[src/rtl/cpu_state_ctrl.sv]
// Multicycle sequencer for the MIPS core: steps FETCH/DECODE/EXEC/MEM/COMMIT,
// issues bus strobes, tracks halt/bus-timeout faults and counts retired instructions.
module cpu_state_ctrl #(
  parameter int unsigned WAIT_LIMIT = 1024,
  parameter int unsigned CNT_W      = 32
) (
  input  logic             clk,
  input  logic             reset,
  input  logic             waitrequest,
  input  logic [5:0]       opcode,
  input  logic             div_busy,
  input  logic [31:0]      pc,
  output logic [2:0]       state,
  output logic             mem_read,
  output logic             mem_write,
  output logic             addr_sel,
  output logic             ir_write,
  output logic             reg_wr_phase,
  output logic             active,
  output logic             fault,
  output logic [CNT_W-1:0] instr_count
);

  typedef enum logic [2:0] {
    S_IDLE   = 3'd0,
    S_FETCH  = 3'd1,
    S_DECODE = 3'd2,
    S_EXEC   = 3'd3,
    S_MEM    = 3'd4,
    S_COMMIT = 3'd5,
    S_HALT   = 3'd6,
    S_FAULT  = 3'd7
  } state_t;

  localparam int WCW = (WAIT_LIMIT > 1) ? $clog2(WAIT_LIMIT) : 1;
  localparam logic [WCW-1:0] LIMIT_M1 = (WAIT_LIMIT == 0) ? '0 : WCW'(WAIT_LIMIT - 1);

  state_t         cur;
  state_t         nxt;
  logic [WCW-1:0] wait_cnt;
  logic           is_load;
  logic           is_store;
  logic           fetch_go;
  logic           stall;
  logic           timeout;

  assign is_load  = opcode inside {6'h20, 6'h21, 6'h22, 6'h23, 6'h24, 6'h25, 6'h26};
  assign is_store = opcode inside {6'h28, 6'h29, 6'h2B};
  // A fetch from address 0 is a halt, so it never counts as a bus stall.
  assign fetch_go = (cur == S_FETCH) && (pc != 32'h0);
  assign stall    = waitrequest && (fetch_go || (cur == S_MEM));
  assign timeout  = (WAIT_LIMIT != 0) && stall && (wait_cnt == LIMIT_M1);
  assign state    = cur;

  always_ff @(posedge clk or negedge reset) begin
    if (!reset) cur <= S_IDLE;
    else        cur <= nxt;
  end

  always_comb begin
    nxt = cur;
    case (cur)
      S_IDLE:   nxt = S_FETCH;
      S_FETCH: begin
        if (pc == 32'h0)       nxt = S_HALT;
        else if (timeout)      nxt = S_FAULT;
        else if (!waitrequest) nxt = S_DECODE;
      end
      S_DECODE: nxt = S_EXEC;
      S_EXEC: begin
        if (!div_busy) nxt = (is_load || is_store) ? S_MEM : S_COMMIT;
      end
      S_MEM: begin
        if (timeout)           nxt = S_FAULT;
        else if (!waitrequest) nxt = S_COMMIT;
      end
      S_COMMIT: nxt = S_FETCH;
      default:  nxt = cur;
    endcase
  end

  always_comb begin
    mem_read     = 1'b0;
    mem_write    = 1'b0;
    addr_sel     = 1'b0;
    ir_write     = 1'b0;
    reg_wr_phase = 1'b0;
    case (cur)
      S_FETCH: begin
        mem_read = fetch_go;
        ir_write = fetch_go && !waitrequest;
      end
      S_MEM: begin
        addr_sel  = 1'b1;
        mem_read  = is_load;
        mem_write = is_store;
      end
      S_COMMIT: reg_wr_phase = 1'b1;
      default: ;
    endcase
  end

  always_ff @(posedge clk or negedge reset) begin
    if (!reset) begin
      wait_cnt    <= '0;
      active      <= 1'b0;
      fault       <= 1'b0;
      instr_count <= '0;
    end else begin
      wait_cnt <= stall ? wait_cnt + 1'b1 : '0;
      active   <= (nxt != S_IDLE) && (nxt != S_HALT) && (nxt != S_FAULT);
      fault    <= fault || (nxt == S_FAULT);
      if (cur == S_COMMIT) instr_count <= instr_count + CNT_W'(1);
    end
  end

endmodule

[config.mk]
export PLATFORM = sky130hd
export DESIGN_NAME = cpu_state_ctrl
export DESIGN_NICKNAME = d
export VERILOG_FILES = /design/src/rtl/cpu_state_ctrl.sv
export SDC_FILE = /design/constraint.sdc
export NUM_CORES = 1
export LEC_CHECK = 0
export ABC_AREA = 1
export BUFFER_PORTS_ARGS = -buffer_cell sky130_fd_sc_hd__buf_4
export CORE_ASPECT_RATIO = 1.4
export CORE_MARGIN = 2
export CORE_UTILIZATION = 54
export CTS_CLUSTER_SIZE = 25
export DETAILED_ROUTE_END_ITERATION = 16
export PLACE_DENSITY = 0.95
export SYNTH_ARGS = -nofsm -noshare
export SYNTH_HDL_FRONTEND = slang
export SYNTH_SLANG_ARGS = --single-unit
[constraint.sdc]
create_clock -name clk -period 3.62 [get_ports clk]
set_clock_uncertainty 0.2 [all_clocks]
set_input_delay 0.543 -clock clk [delete_from_list [all_inputs] [get_ports clk]]
set_output_delay 0.543 -clock clk [all_outputs]
set_load 0.02 [all_outputs]
== Word level (Yosys, flattened, before mapping) ==
Cells that the tools add are included.

* Logic and storage cells: 57
* Register bits after elaboration: 47
* Bits of input ports: 42
* RAM bits: 0
* Output and inout bits: 42
* Bits in latches: 0
* Memories: 0
* ROM bits: 0

* Equality and inequality tests: 19
* Reductions and logical operators: 17
* Mux-type cells: 14
* Divide/modulo/power cells: 0
* Add/subtract/negate cells: 2
* Multiply operators: 0
* $lt $le $gt $ge: 0
* Shifts and indexed selects: 0
* Bitwise gates (word level): 0

{| class="wikitable"
|+ Operator list
! operator !! count
|-
| $eq 6x6->1 const B || 10
|-
| $add 32x1->32 const B || 1
|-
| $logic_not 32->1 || 1
|-
| $reduce_bool 32->1 || 1
|-
| $mux 3 || 6
|-
| $pmux 3 s5 || 1
|-
| $add 10x1->10 const B || 1
|-
| $eq 10x10->1 const B || 1
|-
| $mux 10 || 1
|-
| $eq 3x3->1 const B || 3
|-
| $reduce_bool 7->1 || 1
|-
| $eq 3x2->1 const B || 2
|-
| $logic_and 1x1->1 || 6
|-
| $ne 3x3->1 const B || 2
|-
| $reduce_bool 3->1 || 2
|-
| $mux 1 || 5
|-
| $eq 3x1->1 const B || 1
|-
| $logic_not 3->1 || 1
|-
| $logic_or 1x1->1 || 3
|-
| $pmux 1 s2 || 1
|-
| $reduce_or 2->1 || 1
|-
| $logic_not 1->1 || 1
|}

== Logic depth before layout (Yosys ltp) ==
Gate-level depths: netlist (run 1).

* Word-level depth: 11
* Gate-level depth with buffers: 12
* Depth with buffers taken out: 12

== Worst setup path after synthesis (run 1) ==
No wires, ideal clock.

* Kind: flip-flop to output port
* From: register cur[2], in the netlist state[2]
* To: output mem_read
* Stages on the path, launching flop included: 5
* Required time: 2.877 ns
* Path buffers: 0
* Path slack: 1.242 ns
* Data arrival time: 1.635 ns
* Cells stage by stage: dfrtp_1 nand2_1 nor2_1 inv_1 o21ai_0

* Longest elaborated chain between the ends: 3
* Elaborated cells between the ends (all ways): 4
* Those cells by class: 2 x eq/ne; 1 x mux; 1 x reduce/logical

{| class="wikitable"
|+ Ends and longest elaborated chain
! item !! line !! RTL
|-
| from (decl) || 38 || <nowiki>state_t cur;</nowiki>
|-
| from (signal assigned) || 57 || <nowiki>else cur <= nxt;</nowiki>
|-
| $eq 3x1->1 || 50, 88 ||
|-
| $logic_and 1x1->1 || 50 || <nowiki>assign fetch_go = (cur == S_FETCH) && (pc != 32'h0);</nowiki>
|-
| $pmux 1 s2 * || 88 || <nowiki>case (cur)</nowiki>
|-
| to (decl) || 14 || <nowiki>output logic mem_read,</nowiki>
|}

Mark *: on every way between the ends. The rest lies on a longest branch, timed or not.

== Worst setup path in the final report (run 1) ==
* From: register cur[1], in the netlist state[1]
* To: output ir_write

* Longest elaborated chain between the ends: 4

{| class="wikitable"
|+ Ends and longest elaborated chain
! item !! line !! RTL
|-
| $eq 3x1->1 * || 50, 88 ||
|-
| $logic_and 1x1->1 || 50 ||
|-
| $logic_and 1x1->1 || 91 || <nowiki>ir_write = fetch_go && !waitrequest;</nowiki>
|-
| $mux 1 * || 88 ||
|-
| to (decl) || 17 || <nowiki>output logic ir_write,</nowiki>
|}

Marks and branches as above.

==> metrics.yaml, run 1 <==
synth:
  ys_top_cells_by_count: "nand2_1, nor2_1, dfrtp_1, inv_1, xor2_1"
  ys_seq_elements: 47
  yosys.cell_types.count: 22
  synthTopCellsByArea: "dfrtp_1, nand2_1, nor2_1"
  yosys_warnings: 0
  synth_top_area_frac: 0.4709
  yosysTopAreaCell: "dfrtp_1"
  netlist_area_sq_um: 2497
  synth_cells: 299
  synth-main-ff-cell: "dfrtp_1"
  synth_nets: 343
  seq_area_frac_synth: 0.4709
  avgSynthCellArea_sq_um: 8.352
  async_flop_share: 1.000
  yosysMostFrequentCell: "nand2_1"
  synth_edf_count: 0
clock_tree:
  cts_tree: "yes"
  root_buffer: "clkbuf_8"
  clock_sinks: 47
  clkTransAtPathRegs_ps: 80
  numCtsBuffers: 5
  hold_buffers: 0
  clock_path_buffers: 2
  post_cts_resized: 0
  clk_latency_ps: 290
  cts_max_level: 2
  cts_setup_buffers: 0
layout:
  drive_gt1_frac: 0.2744
  nets: 433
  antenna_cells: 0
  final_cells: 452
  final_area_sq_um: 3279
  final_util: 0.7289
  area_growth_pct: 31.31
setup_path:
  crit_top_cell: "nor2_1"
  cp.arrival_ps: 1720
  cp-start-kind: "flop"
  cp.required_ps: 2880
  path_max_fanout: 6
  crit_chain: "nor2_2, inv_1, nor2_1, o21ai_0, nor2_1, buf_4"
  critPathMaxStageDelay_ps: 450
  slowest_stage: "dfrtp_1"
  critical_path_class: "flop to primary output"
  cp-end-kind: "primary output"
floorplan:
  row_count: 29
  design.die.area_sq_um: 5192
  die_w_um: 61.48
  io_pins: 84
  coreArea_sq_um: 4499
  die_y_um: 84.47
  initial_core_util: 0.5551
routing:
  ant_nets: 0
  drc: 0
  vias: 2250
  drt_iter0_markers: 62
  wl_per_cell_um: 12.41
  drt_pre_antenna_iters: 4
  via_per_inst: 4.978
  totalWireLength_um: 5610
sta:
  hold_violations: 0
  slew_viol_final: 0
  final.period_utilization: 0.6814
  hold-worst-slack_ps: 43.93
  grt_setup_unrepaired: "no"
  slew_headroom: 0.6219
  report.final.setup_viol: 0
  worstMarginPinSlew_ps: 567.2
  fmax_mhz: 405.4
  finalSetupTns_ps: 0
  fin_crit_ps: 2467
place:
  place.detailed.hpwl_um: 4499
  io_buffers: 83
  place_area_sq_um: 3198
  globalplace.congestion: 0.8500
  dpl.cell_count: 444
global_routing:
  grt-ovfl-total: 0
  grt_pass1_vias: 2319
  grt_pass1_wl_um: 9811
  grt_max_degree: 48
  grtUsageTotal: 0.2453
  antenna_found_initial: 0
pwr:
  powerDensity_nw_per_um2: 411.9
  ir_worst_vdd_mv: 0.4740
  p_leak_uw: 0.001630
flow_run:
  cap_violations: 0
run_status:
  status: "completed"
min_path:
  hold_class: "input port to asynchronous set/reset pin"
[cells by family (layout without fill, tap and decap cells)]
kind of cell	after synthesis	count (layout)	synth area share
compound gates	11	11	0.02304
flops	47	47	0.4709
buf+inv	40	131	0.06012
xor+xnor	31	31	0.1087
fa+ha+maj	2	2	0.01002
simple gates	168	168	0.3272
[layer usage]
layer | track usage | up-vias | wire length, um | share of wire
met5 | 0 | - | 0 | 0
met4 | 0.07544 | 0 | 127 | 0.023
met3 | 0.05239 | 14 | 181 | 0.032
met2 | 0.4391 | 55 | 3120 | 0.56
met1 | 0.2806 | 1067 | 2181 | 0.39
li1 | - | 1114 | - | -
[layout make-up]
type	instances	area [sq um]
fill	361	1220
sequential	47	1176
multi-input combinational	212	1171
timing repair buffer	83	623.1
inverter	40	150.1
tap	62	77.57
clock buffer	7	76.32
clock inverter	1	5.005
[power breakdown]
group | switching, uW | leakage (uW) | internal (uW)
sequential | 62.7 | 0.000633 | 573
combinational | 253 | 0.000954 | 165
clock | 161 | 0.0000422 | 136
[per-stage QoR]
step	worst slack, ps	total power, uW
6_report	1153	1351
5_1_grt	994.4	1430
3_3_place_gp	1364	1050
4_1_cts	1142	1360
3_5_place_dp	1192	1063
2_1_floorplan	1242	877.8
[worst paths after layout]
path | end | depth (start not counted) | start | slack, ps
setup / recovery | ir_write | 6 | state[1]$_DFF_PN0_ | 1150
hold / removal | instr_count[31]$_DFFE_PN0P_ | 1 | reset | 40
setup reg to reg | instr_count[30]$_DFFE_PN0P_ | 11 | state[1]$_DFF_PN0_ | 1490
hold reg to reg | fault$_DFF_PN0_ | 2 | fault$_DFF_PN0_ | 280
max in group asynchronous | instr_count[0]$_DFFE_PN0P_ | 1 | reset | 2790
min in group clk | fault$_DFF_PN0_ | 2 | fault$_DFF_PN0_ | 280
[sequential cells by signal (all words and copies together) (netlist names)]
name         flops
state            3
wait_cnt        10
fault            1
active           1
instr_count     32
[cell usage in the layout, fill, tap and decap left out]
master	instances
ha_1	2
nand3_2	2
nor2_2	7
clkbuf_8	5
nor3b_1	5
dfrtp_1	47
xnor2_1	10
nor4_1	4
clkinv_2	1
nand2_1	56
nor3_1	11
xor2_1	21
o21ai_0	5
o211ai_1	1
nand4_4	1
nor3_4	1
nor3_2	2
nand2_4	2
nor2_1	53
clkbuf_1	2
buf_4	83
nand3_1	15
nand4_1	6
a21oi_1	5
inv_1	40
nor2_4	3
[critical path: cells and delay by family (launching register included)]
kind,cells,cell delay [ps]
AO/OA/AOI/OAI,1,200
buffers and inverters,2,230
flip-flops,1,450
AND/OR/NAND/NOR,3,550
Note: power is estimated with default switching activity, not from simulation.
==> inputs of run 2 (changes only) <==
- ABC_AREA: 1 -> 0
- CORE_UTILIZATION: 54 -> 45
- PLACE_DENSITY: 0.95 -> 0.86
- clock period: 3.62 -> 2.1 ns (I/O delays scaled with it)
==> run 2 against run 1 <==
The run now ends with setup timing left. Routed wire length shrank 3.7%. Register-to-register slack worse by 1400 ps. Die area grew 13%. Via count decreased by 9.9%. First-iteration DRC count up 45%. Design area up 3.0%. Sequential power is 71% higher. Critical path type unchanged. Highest routed layer unchanged.
==> metrics.yaml, run 2 <==
run_status:
  status: "finished with violations"
  violations: "setup timing"
global_routing:
  grt-ovfl-total: 0
  grt_max_degree: 48
  grtUsageTotal: 0.1914
  grt_pass1_vias: 2063
  antenna_found_initial: 0
  grt_pass1_wl_um: 8714
synth:
  synth_cells: 219
  synth-main-ff-cell: "dfrtp_1"
  synth_nets: 263
  synth_compound_area_frac: 0.04401
  yosys_warnings: 0
  synthMuxAreaShare: 0.004772
  ys_seq_elements: 47
  netlist_area_sq_um: 2360
  synth_edf_count: 0
  synthTopCellsByArea: "dfrtp_1, xnor2_1, xor2_1"
  synthXorXnorAreaFrac: 0.1448
  ys_top_cells_by_count: "dfrtp_1, xnor2_1, nor2_1, nand2_1, xor2_1"
  seq_area_frac_synth: 0.4984
  synth_fa_ha_area_frac: 0.01060
  yosysMostFrequentCell: "dfrtp_1"
  synth_top_family_by_area: "simple AND/OR/NAND/NOR gates"
  synthSimpleGateAreaFrac: 0.2778
  async_flop_share: 1.000
  avgSynthCellArea_sq_um: 10.78
  yosys.cell_types.count: 43
  yosysTopAreaCell: "dfrtp_1"
  synth_top_area_frac: 0.4984
floorplan:
  row_count: 31
  initial_core_util: 0.4609
  die_w_um: 65.20
  io_pins: 84
  design.die.area_sq_um: 5847
  die_y_um: 89.68
  coreArea_sq_um: 5120
clock_tree:
  root_buffer: "clkbuf_8"
  clock_path_buffers: 2
  cts_tree: "yes"
  clock_sinks: 47
  clkTransAtPathRegs_ps: 80
  numCtsBuffers: 5
  cts_max_level: 2
  clk_latency_ps: 300
place:
  pre_cts_ws_ps: -61.51
  globalplace.congestion: 0.8478
  io_buffers: 83
  place.detailed.hpwl_um: 4110
setup_path:
  slowest_stage: "dfrtp_2"
  critical_path_class: "flop to primary output"
  cp-start-kind: "flop"
  cp.required_ps: 1580
  cp-end-kind: "primary output"
  cp.arrival_ps: 1630
  crit_chain: "nand2b_4, nor2_4, nand3b_1, a311oi_1, or2_4, buf_6"
  path_max_fanout: 3
  critPathMaxStageDelay_ps: 420
routing:
  drc: 0
  via_per_inst: 5.093
  drt_pre_antenna_iters: 4
  ant_nets: 0
  totalWireLength_um: 5400
  wl_per_cell_um: 13.57
  vias: 2027
  drt_iter0_markers: 90
pwr:
  ir_worst_vdd_mv: 0.6573
  p_leak_uw: 0.001694
  powerDensity_nw_per_um2: 790.0
layout:
  area_growth_pct: 43.16
  drive_gt1_frac: 0.4096
  largest_register_ff_count: 32
  final_common_cell: "buf_4"
  largest-register: "instr_count"
  nets: 375
  antenna_cells: 0
  layout_common_cells: "buf_4, dfrtp_1, xnor2_1, nor2_1, nand2_1"
sta:
  fmax_mhz: 465.9
  slew_viol_final: 0
  worstMarginPinSlew_ps: 585.4
  finalSetupTns_ps: -59.80
  final.period_utilization: 1.022
  slew_headroom: 0.6097
  report.final.setup_viol: 2
  grt_setup_unrepaired: "yes"
  hold_violations: 0
  fin_crit_ps: 2146
  setup_ws_ps: -46.44
flow_run:
  cap_violations: 0
min_path:
  hold_class: "input port to flop"
## run 2: changes by cell type after synthesis, moves of 7 or more
cell,change
inv_1,-32
nand2_1,-38
nor2_1,-31
nor2_2,-7
nor3_1,-9
xnor2_1,+13
## run 2: critical path: cells and delay by family (launching register included)
kind            cells  cell delay [ps]
simple gates        4              560
flops               1              420
compound gates      1              250
buf+inv             1              100
## run 2: cell families (layout without fill, tap and decap cells)
| logic type | after synthesis | count (layout) |
|---|---|---|
| simple gates | 107 | 107 |
| flops | 47 | 47 |
| xor+xnor | 39 | 39 |
| compound gates | 13 | 13 |
| buf+inv | 10 | 123 |
| fa+ha+maj | 2 | 2 |
| mux | 1 | 1 |
## run 2: metrics by stage
stage          cells  power [uW]  cell area, sq um    util  hold WS (ps)
2_1_floorplan    219        1594              2377       -        -180.6
3_3_place_gp     379        1967              3164  0.6180         153.3
3_5_place_dp     379        1986              3164  0.6180         157.0
4_1_cts          395        2679              3349  0.6542         216.7
5_1_grt          398        2808              3378  0.6598         238.3
6_report         398        2669              3378  0.6598         232.5
## run 2: cell type report
type                            instances  area, sq um
Fill cell                             421         1742
Multi-Input combinational cell        162         1192
Timing Repair Buffer                  107        813.3
Inverter                                8        30.03
Sequential cell                        47         1179
Tap cell                               66        82.58
Clock buffer                            7        76.32
Clock inverter                          1        5.005
## run 2: where the power goes
group	internal, uW	leakage [uW]	switching, uW
sequential	992	0.000631	102
clock	234	0.0000422	287
combinational	527	0.00102	527
total	1750	0.00169	915
## run 2: path summary, 6_finish.rpt
kind	start	endpoint	slack, ps	cells after the start
setup / recovery	state[0]$_DFF_PN0_	mem_read	-50	6
hold / removal	div_busy	state[1]$_DFF_PN0_	230	4
setup reg to reg	instr_count[8]$_DFFE_PN0P_	instr_count[26]$_DFFE_PN0P_	110	5
hold reg to reg	instr_count[18]$_DFFE_PN0P_	instr_count[18]$_DFFE_PN0P_	290	1
max in group asynchronous	reset	state[0]$_DFF_PN0_	920	2
min in group asynchronous	reset	instr_count[9]$_DFFE_PN0P_	360	2
## run 2: timing repair
action                                  4_1_cts  5_1_grt
pin swaps                                     5        1
hold endpoints to repair                     47        0
hold buffers                                  1        0
buffers inserted                              7        3
endpoints found under the setup margin        3       10
gates resized for setup                      10        1
## run 2: per-layer routing
metal,GRT usage,share of wire,up-vias
li1,-,-,988
met1,0.1990,0.37,959
met2,0.3738,0.56,74
met3,0.04364,0.058,6
met4,0.06629,0.013,0
met5,0,0,-
==> inputs of run 3 (changes only) <==
- CAP_MARGIN: default -> 20
- CORE_UTILIZATION: 45 -> 53
- PLACE_DENSITY: 0.86 -> 0.94
- clock period: 2.1 -> 2.6 ns (I/O delays scaled with it)
==> run 3 against run 2 <==
The flow now finishes without violations. Sequential share of layout area grew 2.3 points. Sequential power fell by 16%. Die area is 14% lower. Critical path type unchanged. Largest cell class is now flip-flops and latches.
==> metrics.yaml, run 3 (same netlist as run 2, synthesis figures left out) <==
floorplan:
  initial_core_util: 0.5567
  row_count: 28
  coreArea_sq_um: 4239
  design.die.area_sq_um: 5010
  io_pins: 84
  die_y_um: 82.95
  die_w_um: 60.40
routing:
  drc: 0
  via_per_inst: 5.408
  top_layer_used: "met4"
  met3_length_um: 332
  vias: 2001
  drt_pre_antenna_iters: 4
  drt_iter0_markers: 94
  route.met2.wl_um: 2773
  wl_per_cell_um: 13.85
  ant_nets: 0
  totalWireLength_um: 5125
  wl_met1_um: 1906
setup_path:
  r2r_start: "wait_cnt[0]$_DFF_PN0_"
  cp-startpoint: "state[0]$_DFF_PN0_"
  cp.arrival_ps: 1870
  path_max_fanout: 6
  cp.required_ps: 2010
  critical_path_class: "flop to primary output"
  cp-end-kind: "primary output"
  r2r_slack_ps: 400
  cp-start-kind: "flop"
clock_tree:
  clkTransAtPathRegs_ps: 80
  clock_path_buffers: 2
  cts_max_level: 2
  post_cts_resized: 0
  clock_sinks: 47
  clk_latency_ps: 300
  cts_tree: "yes"
  root_buffer: "clkbuf_8"
  numCtsBuffers: 5
place:
  place.detailed.hpwl_um: 4045
  globalplace.congestion: 0.8185
  io_buffers: 83
  pre_cts_ws_ps: 269.2
sta:
  worstMarginPinSlew_ps: 558.7
  setup_ws_ps: 140.5
  final.period_utilization: 0.9460
  report.final.setup_viol: 0
  grt_setup_unrepaired: "no"
  hold_violations: 0
  slew_viol_final: 0
  slew_headroom: 0.6275
  fmax_mhz: 406.6
  finalSetupTns_ps: 0
  fin_crit_ps: 2459
pwr:
  p_leak_uw: 0.001573
  ir_worst_vdd_mv: 0.4016
  powerDensity_nw_per_um2: 634.6
layout:
  drive_gt1_frac: 0.3419
  area_growth_pct: 33.88
  layout_common_cells: "buf_4, dfrtp_1, xnor2_1, nor2_1, nand2_1"
  largest_register_ff_count: 32
  final_common_cell: "buf_4"
  antenna_cells: 0
  nets: 353
  largest-register: "instr_count"
global_routing:
  grt_max_degree: 48
  antenna_found_initial: 0
  grtUsageTotal: 0.2207
  grt_pass1_vias: 2047
  grt-ovfl-total: 0
  grt_pass1_wl_um: 8666
min_path:
  hold_start: "instr_count[18]$_DFFE_PN0P_"
  hold_class: "flop to flop"
flow_run:
  cap_violations: 0
run_status:
  status: "completed"
==> run 3: cell count changes in the layout (fill, tap and decap cells not counted), moves of 2 or more <==
| cell | before | now |
|---|---|---|
| dfrtp_1 | 45 | 47 |
| buf_4 | 104 | 84 |
| nand2b_1 | 1 | 3 |
| nor4_1 | 6 | 8 |
| nor4_2 | 2 | 0 |
| dfrtp_2 | 2 | 0 |
| clkbuf_8 | 5 | 7 |
| buf_6 | 2 | 0 |
| nor2_1 | 20 | 22 |
| nand2b_4 | 2 | 0 |
==> run 3: metrics by stage <==
stage          hold WS, ps  instances  utilization  power (uW)  cell area (sq um)
6_report             285.0        370       0.7453        2005               3159
4_1_cts              285.6        370       0.7453        2018               3159
3_3_place_gp         221.4        361       0.7193        1521               3049
3_5_place_dp         223.6        361       0.7193        1540               3049
5_1_grt              298.2        370       0.7453        2094               3159
2_1_floorplan       -105.6        219            -        1284               2360
==> run 3: what timing repair did <==
action	in CTS	in global routing
endpoints found under the hold margin	47	0
setup buffers	0	0
hold buffers	1	0
==> run 3: power breakdown <==
| group | total [uW] | switching, uW | internal, uW |
|---|---|---|---|
| clock | 477 | 234 | 243 |
| sequential | 914 | 116 | 798 |
| combinational | 614 | 329 | 285 |
==> run 3: per-layer routing <==
layer,GRT usage,vias to the layer above
li1,-,945
met1,0.2429,940
met2,0.3972,102
met3,0.04050,14
met4,0.08687,0
met5,0,-
==> run 3: final timing paths <==
kind                                                to  depth (start not counted)
max                                           mem_read                          6
min                        instr_count[18]$_DFFE_PN0P_                          1
max reg2reg                           active$_DFF_PN0_                          6
min reg2reg                instr_count[18]$_DFFE_PN0P_                          1
max in group asynchronous  instr_count[23]$_DFFE_PN0P_                          2
min in group asynchronous   instr_count[3]$_DFFE_PN0P_                          2
==> run 3: final cells by class <==
| type | count | area [sq um] |
|---|---|---|
| Sequential cell | 47 | 1176 |
| Multi-Input combinational cell | 162 | 1137 |
| Fill cell | 295 | 1080 |
| Timing Repair Buffer | 85 | 640.6 |
| Clock buffer | 8 | 100.1 |
| Tap cell | 60 | 75.07 |
| Inverter | 8 | 30.03 |
==> run 3: critical path: stages, from the launching register on <==
cell and delay, ps:
dfrtp_1 460, nand2b_1 190, nor2_1 210, nand3b_1 150, a311oi_1 280, or2_2 150
buf_4 130
